[config.mk]
export PLATFORM = sky130hd
export DESIGN_NAME = mmio_host_if
export DESIGN_NICKNAME = d
export VERILOG_FILES = /design/src/rtl/mmio_host_if.sv
export SDC_FILE = /design/constraint.sdc
export NUM_CORES = 1
export LEC_CHECK = 0
export BUFFER_PORTS_ARGS = -buffer_cell sky130_fd_sc_hd__buf_2
export CAP_MARGIN = 40
export CORE_MARGIN = 2
export CORE_UTILIZATION = 25
export CTS_BUF_LIST = sky130_fd_sc_hd__clkbuf_16
export DETAILED_ROUTE_END_ITERATION = 7
export HOLD_SLACK_MARGIN = 0.1
export PLACE_DENSITY = 0.46
export SETUP_SLACK_MARGIN = 0.02
export SYNTH_ARGS = -nofsm -noshare
export SYNTH_HDL_FRONTEND = slang
export SYNTH_SLANG_ARGS = --single-unit
[constraint.sdc]
create_clock -name clk -period 6.29 [get_ports clk]
set_input_delay 0.9435 -clock clk [delete_from_list [all_inputs] [get_ports clk]]
set_output_delay 0.9435 -clock clk [all_outputs]
set_load 0.01 [all_outputs]
[src/rtl/mmio_host_if.sv]
// mmio_host_if: host MMIO window with per-channel character FIFOs,
// a sticky EXIT register and a stuck-PC watchdog.
module mmio_host_if #(
    parameter logic [31:0] BASE     = 32'h8000_0000,
    parameter int          CHANNELS = 2,
    parameter int          DEPTH    = 16,
    parameter int          TIMEOUT  = 100
) (
    input  logic                  clk,
    input  logic                  resetb,
    input  logic                  stall,
    input  logic [31:0]           pc,
    input  logic                  wvalid,
    input  logic [31:0]           waddr,
    input  logic [31:0]           wdata,
    output logic                  wready,
    output logic                  hit,
    output logic [CHANNELS-1:0]   tx_valid,
    output logic [8*CHANNELS-1:0] tx_data,
    input  logic [CHANNELS-1:0]   tx_ready,
    output logic                  exit_valid,
    output logic [31:0]           exit_code,
    output logic                  timeout,
    output logic                  done
);

    localparam int          AW   = $clog2(DEPTH);
    localparam logic [31:0] SPAN = 32'(4 * CHANNELS + 4);
    localparam logic [AW:0] ONE  = (AW + 1)'(1);

    typedef enum logic {
        RUN  = 1'b0,
        HALT = 1'b1
    } wd_state_t;

    logic [31:0]         offset;
    logic [29:0]         word;
    logic                in_win;
    logic                is_exit;
    logic                is_putc;
    logic                wr_ok;
    logic [CHANNELS-1:0] put_sel;
    logic [CHANNELS-1:0] full;
    logic [CHANNELS-1:0] push;
    logic [CHANNELS-1:0] pop;

    wd_state_t   state;
    wd_state_t   state_nx;
    logic [15:0] cnt;
    logic [31:0] prev_pc;
    logic        same_pc;
    logic        inc;
    logic        reach;
    logic        exit_acc;
    logic        set_exit;
    logic        set_to;
    logic        wd_en;

    // Addresses below BASE wrap to a huge offset and fall outside the window.
    assign offset  = waddr - BASE;
    assign word    = offset[31:2];
    assign in_win  = offset < SPAN;
    assign hit     = wvalid & in_win;
    assign is_exit = in_win & (offset == 32'd0);
    assign is_putc = in_win & (offset[1:0] == 2'b00) & (word != 30'd0);

    // One-hot PUTC channel select from the word index.
    always_comb begin
        put_sel = '0;
        for (int c = 0; c < CHANNELS; c++) begin
            put_sel[c] = is_putc & (word == 30'(c + 1));
        end
    end

    assign wready = resetb & hit & ~(|(put_sel & full));
    assign wr_ok  = wvalid & wready;
    assign push   = put_sel & {CHANNELS{wr_ok}};
    assign pop    = tx_valid & tx_ready;

    for (genvar c = 0; c < CHANNELS; c++) begin : g_ch
        logic [AW:0] wp;
        logic [AW:0] rp;
        logic [7:0]  mem [DEPTH];

        assign full[c] = (wp[AW] != rp[AW]) &&
                         (wp[AW-1:0] == rp[AW-1:0]);
        assign tx_valid[c] = wp != rp;
        assign tx_data[8*c +: 8] = mem[rp[AW-1:0]];

        // Pointer advance; push and pop are independent.
        always_ff @(posedge clk or negedge resetb) begin
            if (!resetb) begin
                wp <= '0;
                rp <= '0;
            end else begin
                if (push[c]) wp <= wp + ONE;
                if (pop[c])  rp <= rp + ONE;
            end
        end

        // Character storage; contents are don't-care after reset.
        always_ff @(posedge clk) begin
            if (push[c]) mem[wp[AW-1:0]] <= wdata[7:0];
        end
    end

    assign same_pc  = pc == prev_pc;
    assign inc      = (state == RUN) & ~stall & same_pc;
    assign reach    = inc & (cnt == 16'(TIMEOUT - 1));
    assign exit_acc = wr_ok & is_exit;

    // Watchdog state register.
    always_ff @(posedge clk or negedge resetb) begin
        if (!resetb) state <= RUN;
        else         state <= state_nx;
    end

    // Leave RUN on an accepted EXIT or on the counter hitting TIMEOUT.
    always_comb begin
        state_nx = state;
        if (state == RUN && (exit_acc || reach)) state_nx = HALT;
    end

    // Per-state actions; EXIT takes priority over a same-cycle timeout.
    always_comb begin
        set_exit = 1'b0;
        set_to   = 1'b0;
        wd_en    = 1'b0;
        unique case (state)
            RUN: begin
                set_exit = exit_acc;
                set_to   = reach & ~exit_acc;
                wd_en    = ~stall;
            end
            HALT: begin
            end
        endcase
    end

    // Sticky status, exit code and the stuck-PC counter.
    always_ff @(posedge clk or negedge resetb) begin
        if (!resetb) begin
            exit_valid <= 1'b0;
            exit_code  <= '0;
            timeout    <= 1'b0;
            cnt        <= '0;
            prev_pc    <= '0;
        end else begin
            if (set_exit) begin
                exit_valid <= 1'b1;
                exit_code  <= wdata;
            end
            if (set_to) timeout <= 1'b1;
            if (wd_en) begin
                cnt     <= same_pc ? cnt + 16'd1 : 16'd0;
                prev_pc <= pc;
            end
        end
    end

    assign done = exit_valid | timeout;

endmodule

# Word-level counts from Yosys, hierarchy flattened
# Memory sizes are Yosys's and may differ from the RTL's.
# Cells that the tools add are included.
dict set report totals {
  input_bits 102
  n_memories 2
  output_inout_bits 55
  ram_bits 256
  register_bits 103
  elab_cells 67
}
# name depth word_bits read_ports rd_clocked_by_memory_dff write_ports line_no
set memory_table {}
lappend memory_table {{g_ch[0].mem} 16 8 1 0 1 83} ;# logic [7:0] mem [DEPTH];
lappend memory_table {{g_ch[1].mem} 16 8 1 0 1 83}
dict set report op_classes {
  eq_ne 10
  n_bitwise 22
  magnitude_cmp 1
  mux 8
  n_reduce_logical 8
  n_addsub 6
}
# operator n
set op_table {}
lappend op_table {{$eq A32 B32 Y1} 1}
lappend op_table {{$logic_not A32 Y1} 1}
lappend op_table {{$lt A32 B4 Y1 const B} 1}
lappend op_table {{$sub A32 B32 Y32 const B} 1}
lappend op_table {{$eq A30 B1 Y1 const B} 1}
lappend op_table {{$eq A30 B2 Y1 const B} 1}
lappend op_table {{$reduce_bool A30 Y1} 1}
lappend op_table {{$add A5 B1 Y5 const B} 4}
lappend op_table {{$add A16 B1 Y16 const B} 1}
lappend op_table {{$eq A16 B7 Y1 const B} 1}
lappend op_table {{$mux W16} 1}
lappend op_table {{$and A1 B1 Y1} 14}
lappend op_table {{$ne A5 B5 Y1} 2}
lappend op_table {{$eq A4 B4 Y1} 2}
lappend op_table {{$mux W1} 7}
lappend op_table {{$and A2 B2 Y2} 3}
lappend op_table {{$not A1 Y1} 4}
lappend op_table {{$logic_and A1 B1 Y1} 3}
lappend op_table {{$logic_not A2 Y1} 1}
lappend op_table {{$ne A1 B1 Y1} 2}
lappend op_table {{$reduce_or A2 Y1} 1}
lappend op_table {{$logic_or A1 B1 Y1} 1}
lappend op_table {{$or A1 B1 Y1} 1}

# Logic depth before layout (Yosys ltp)
dict set report depth {
  word_depth 14
  ltp_mapped 7
  depth_no_buf 6
}

# Worst setup path before layout
# No wires, ideal clock.
dict set report synth_path {
  kind {in2reg}
  start {input waddr[27]}
  end {memory g_ch[1].mem[3][0] (enable)}
  stages 5
  setup_ps 383
  n_path_buf 0
  setup_slack_ps 3269
  arrival_time_ps 2637
  path_cell_list {nor4_1 > nand4_2 > nor4_4 > nand4_1 > nor3_1}
}
dict set report synth_via {
  elab_chain_cells 13
  word_cells_on_any_way 19
  classes_between {add/sub: 1; order compare: 1; eq/ne: 2; mux: 2; bitwise: 11; reduce/logical: 2}
}
# element line_no
set synth_rtl {}
lappend synth_rtl {{start: declaration} 14} ;# input logic [31:0] waddr,
lappend synth_rtl {{$sub A32 B32 Y32 *} 60} ;# assign offset = waddr - BASE;
lappend synth_rtl {{$lt A32 B4 Y1} 62} ;# assign in_win = offset < SPAN;
lappend synth_rtl {{$and A1 B1 Y1 (2 in a row)} 65} ;# assign is_putc = in_win & (offset[1:0] == 2'b00) & (word != 30'd0);
lappend synth_rtl {{$and A1 B1 Y1} 71} ;# put_sel[c] = is_putc & (word == 30'(c + 1));
lappend synth_rtl {{$and A2 B2 Y2} 75} ;# assign wready = resetb & hit & ~(|(put_sel & full));
lappend synth_rtl {{$reduce_or A2 Y1} 75}
lappend synth_rtl {{$not A1 Y1} 75}
lappend synth_rtl {{$and A1 B1 Y1} 75}
lappend synth_rtl {{$and A1 B1 Y1} 76} ;# assign wr_ok = wvalid & wready;
lappend synth_rtl {{$and A2 B2 Y2 *} 77} ;# assign push = put_sel & {CHANNELS{wr_ok}};
lappend synth_rtl {{$mux W1 *} 103} ;# if (push[c]) mem[wp[AW-1:0]] <= wdata[7:0];
lappend synth_rtl {{$mux W1 (implied by the code) *} 103}
lappend synth_rtl {{end: declaration} 83}
# Mark *: on every way between the ends. The rest lies on a longest branch, timed or not.

# Final worst setup path
dict set report layout_path {
  start {register g_ch[0].rp[0]}
  end {output tx_data[1]}
}
dict set report layout_via {
  elab_chain_cells 1
}
# element line_no
set layout_rtl {}
lappend layout_rtl {{start: declaration} 82} ;# logic [AW:0] rp;
lappend layout_rtl {{start signal: assignment} 97} ;# if (pop[c]) rp <= rp + ONE;
lappend layout_rtl {{$mem_v2 Z16 W8} n/a}
lappend layout_rtl {{end: declaration} 19} ;# output logic [8*CHANNELS-1:0] tx_data,
# No other way between the ends.

==> Flow_metrics.wiki <==
{| class="wikitable"
! Metric !! Value
|-
| Slew margin rel. || between 40 and 50%
|-
| Initial cell density of the core || between 20% and 30%
|-
| Count of vias placed by the detailed router || just over 8000
|-
| Pre-CTS worst setup slack || 2630 ps
|-
| Clock sink count || around 360
|-
| Fill cell total of the finished layout || 5926
|-
| Post-CTS Hold Fix Bufs || 0
|-
| Floorplan die area || 0.0623 sq mm
|-
| Final layout net count || roughly 1200
|-
| Dominant cells by area after synthesis || sky130_fd_sc_hd__edfxtp_1 51%, sky130_fd_sc_hd__dfrtp_1 17%, sky130_fd_sc_hd__mux4_2 12%
|-
| CP Launch Type || flop
|-
| Weighted congestion at the end of routability-driven global placement || 0.703
|-
| Area occupied by multi-input gates || between 0.004 and 0.005 sq mm
|-
| Yosys cell types || between 50 and 60
|-
| Die height || approximately 250 um
|-
| Worst Skew || 21.5 ps
|-
| Total power per unit cell area || 351 mW/mm^2
|-
| Endpoint kind of the worst setup timing path || output pin
|-
| Placed wire-length estimate || ~24000 um
|-
| Count of buffers added by post-CTS timing repair for setup || 0
|-
| Synth async-reset ratio || between 20 and 30%
|-
| First-pass GRT wire length || 56200 um
|-
| Register-to-Register Setup Slack || around 2900 ps
|-
| Library cell contributing the largest single delay on the critical path || sky130_fd_sc_hd__dfrtp_2
|-
| Area growth syn-to-layout || 19.4%
|-
| Count of nets left with antenna violations after detail routing || 0
|-
| Number of global-route vias before repair || 8502
|-
| Total grt overflow || 0
|-
| Total of buffers placed on input and output ports || about 160
|-
| Max Fanout on Critical Path || 20
|-
| Synth cell count leaders || 256 x sky130_fd_sc_hd__edfxtp_1, 132 x sky130_fd_sc_hd__nand2_1, 103 x sky130_fd_sc_hd__dfrtp_1
|-
| Largest buffer count on any clock path || 3
|-
| Pre-antenna DRT Iters || 7
|-
| Initial antenna violation count || 6
|-
| Proportion of synthesized chip area in sequential cells || 68.1%
|-
| Reg2reg end || g_ch[0].mem[13][5]$_DFFE_PP_
|-
| Crit share post-route || 64.4%
|-
| Cell area after synthesis || between 0.015 and 0.02 sq mm
|-
| Most common cell in the netlist || sky130_fd_sc_hd__edfxtp_1
|-
| Clock latency on the worst-skew pair || around 570 ps
|-
| Number of max-cap violations || 0
|-
| Instance count of the mapped netlist || 889
|-
| Result of the run || finished clean
|-
| Final Critical Period || slightly above 4000 ps
|-
| Die span in x || ~250 um
|-
| Number of warnings reported in the yosys synthesis log || 0
|-
| Worst-path clk slew || ~60 ps
|-
| Critical path buffers and inverters || 2
|-
| Clock tree from TritonCTS || done
|-
| Number of DRC markers after the initial detailed-route iteration || between 500 and 600
|-
| Post-CTS resize count || 0
|-
| Fin. Hold Viols || 0
|-
| Worst hold slack across all endpoints || between 400 and 500 ps
|-
| Fraction of synthesized cell area taken by the top area cell type || about half
|-
| Worst Setup Path Type || reg2out
|-
| Leak Pwr || 6.79 nW
|-
| Synthesized Nets || roughly 1000
|-
| Number of clock buffers inserted by TritonCTS || 40
|-
| Routed length per instance || just under 20 um
|-
| Total Routing Usage GR || 12.0%
|-
| Cell type with the highest aggregate area in the netlist || sky130_fd_sc_hd__edfxtp_1
|-
| Routed wire length || 37100 um
|-
| Maximum number of pins on one net before global-route repair || 59
|-
| Number of cells on the critical path || 4
|-
| Worst min-delay path class || in2async
|-
| Setup_tns || 0 ps
|-
| Measured slew at the worst slew-check pin || 877 ps
|-
| Placeable core region || between 0.06 and 0.07 sq mm
|-
| Number of top-level pins || 157
|-
| Count of final setup violators || 0
|-
| Gate family responsible for the most delay along the worst path || multiplexers
|-
| Site Rows || 90
|-
| Required time of the critical path || 5350 ps
|-
| Source of the worst register-to-register timing path || g_ch[0].rp[0]$_DFFE_PN0P_
|-
| Final Worst Setup Slack || ~2200 ps
|-
| Critical path endpoint || tx_data[1]
|-
| Launching instance or port of the critical path || g_ch[0].rp[0]$_DFFE_PN0P_
|-
| Maximum clock rate || 0.247 GHz
|-
| Post-synthesis sequential element count || around 360
|-
| FF-to-FF path depth || 6
|-
| Number of levels the H-tree was split into || 2
|-
| Synth Flop Type || sky130_fd_sc_hd__edfxtp_1
|-
| Max incr delay on CP || 750 ps
|-
| Clock tree root driver cell || sky130_fd_sc_hd__clkbuf_16
|-
| Average via count per standard cell || around 4.4
|-
| Sequential cell area || around 0.010 sq mm
|-
| Mean post-synth cell area || ~17 sq um
|-
| Count of flip-flops with a built-in enable after synthesis || 256
|-
| Number of design rule violations left after detail routing || 0
|-
| Number of max-slew violations in the final report || 0
|-
| RSZ-0062 raised after global routing || false
|-
| Arr. time, crit path || between 3000 and 4000 ps
|-
| Share of layout cells above drive strength 1 || between 30% and 40%
|-
| Most frequent cell on the critical path || sky130_fd_sc_hd__mux4_2
|-
| VDD IR max || around 0.18 mV
|-
| Worst path cell trace || buf_4, mux4_2, mux4_2, buf_2
|}
-- how the worst min path moves through the flow --
| stage | start | to | slack [ps] |
|---|---|---|---|
| final | resetb | exit_code[20]$_DFFE_PN0P_ | 410 |
| after global routing | resetb | exit_code[25]$_DFFE_PN0P_ | 460 |
| after CTS | resetb | g_ch[1].rp[2]$_DFFE_PN0P_ | 420 |
| after detailed placement | exit_valid$_DFFE_PN0P_ | exit_valid$_DFFE_PN0P_ | 480 |
| after global placement | exit_valid$_DFFE_PN0P_ | exit_valid$_DFFE_PN0P_ | 470 |
| after floorplan | prev_pc[9]$_DFFE_PN0P_ | prev_pc[9]$_DFFE_PN0P_ | 470 |
-- per-stage QoR --
step           util [%]  area, sq um  cells  total power (W)
6_report           30.0        18000   1875          0.00632
5_1_grt            30.0        18000   1873          0.00661
4_1_cts            30.0        18000   1872          0.00645
3_5_place_dp       27.9        16800   1800          0.00421
3_3_place_gp       27.8        16700   1796          0.00418
2_1_floorplan         -        15100    889          0.00367
-- worst register-to-register path: stages, from the launching register on --
cell,delay (ps)
sky130_fd_sc_hd__dfrtp_2,750
sky130_fd_sc_hd__buf_4,490
sky130_fd_sc_hd__xor2_1,220
sky130_fd_sc_hd__nor4_2,100
sky130_fd_sc_hd__a2111oi_0,400
sky130_fd_sc_hd__o211a_1,530
sky130_fd_sc_hd__and3_1,520
-- final cells by class --
| cell class | count | area share [%] |
|---|---|---|
| inverters | 8 | 0.167 |
| flip-flops and latches | 359 | 57.0 |
| diodes | 3 | 0.0417 |
| clock buffers | 40 | 5.56 |
| clock inverters | 32 | 1.24 |
| multi-input cells | 480 | 25.4 |
| repair buffers | 171 | 5.18 |
| well taps | 782 | 5.43 |
-- flip-flops by register name (all words and copies together) (netlist names) --
signal / count
exit_code: 32
state: 1
g_ch.wp: 10
prev_pc: 32
g_ch.mem: 256
timeout: 1
exit_valid: 1
cnt: 16
g_ch.rp: 10
-- placed cells by master, fill, tap and decap left out, types with 3 or more instances in the layout --
master / netlist / layout
sky130_fd_sc_hd__nand3_1: 10 / 10
sky130_fd_sc_hd__or2_2: 4 / 4
sky130_fd_sc_hd__nor3_1: 11 / 11
sky130_fd_sc_hd__buf_2: 9 / 156
sky130_fd_sc_hd__buf_4: 0 / 12
sky130_fd_sc_hd__nor4b_1: 3 / 3
sky130_fd_sc_hd__nor2b_1: 8 / 8
sky130_fd_sc_hd__clkinv_1: 0 / 10
sky130_fd_sc_hd__nand4_1: 27 / 27
sky130_fd_sc_hd__xnor2_1: 48 / 48
sky130_fd_sc_hd__o21a_1: 3 / 3
sky130_fd_sc_hd__clkbuf_16: 0 / 40
sky130_fd_sc_hd__nor4_1: 9 / 8
sky130_fd_sc_hd__clkinv_2: 0 / 6
sky130_fd_sc_hd__inv_1: 8 / 17
sky130_fd_sc_hd__o211ai_1: 6 / 6
sky130_fd_sc_hd__ha_1: 11 / 11
sky130_fd_sc_hd__mux2_4: 29 / 29
sky130_fd_sc_hd__nand2_1: 132 / 132
sky130_fd_sc_hd__mux4_2: 80 / 80
sky130_fd_sc_hd__mux2_2: 7 / 7
sky130_fd_sc_hd__o2111ai_1: 5 / 5
sky130_fd_sc_hd__diode_2: 0 / 3
sky130_fd_sc_hd__edfxtp_1: 256 / 256
sky130_fd_sc_hd__xor2_1: 13 / 13
sky130_fd_sc_hd__dfrtp_1: 103 / 101
sky130_fd_sc_hd__nor2_1: 11 / 10
sky130_fd_sc_hd__and3_1: 32 / 32
sky130_fd_sc_hd__o21ai_0: 4 / 4
-- power breakdown --
group | internal [W] | switching [W] | leakage [nW]
logic | 0.000720 | 0.000632 | 2.51
clock network | 0.00125 | 0.000968 | 0.634
registers | 0.00259 | 0.000165 | 3.65
total | 0.00456 | 0.00176 | 6.79
-- cells by family after synthesis --
logic type / count (synthesis) / share of synthesized area (%)
AO/OA/AOI/OAI: 29 / 1.52
XOR/XNOR: 61 / 3.54
adder cells (fa/ha/maj): 11 / 0.913
buffers and inverters: 50 / 1.72
flip-flops: 359 / 68.1
multiplexers: 116 / 15.4
AND/OR/NAND/NOR: 263 / 8.84
-- routing by layer --
layer / up-vias / share of wire, % / global-route usage [%] / wire [um]
met3: 59 / 6.2 / 3.30 / 2310
met5: - / 0.070 / 0 / 26
met1: 4207 / 46 / 16.4 / 16900
met4: 6 / 2.1 / 3.29 / 767
li1: 3769 / - / - / -
met2: 190 / 46 / 18.7 / 17100
(Power assumes the default switching activity.)
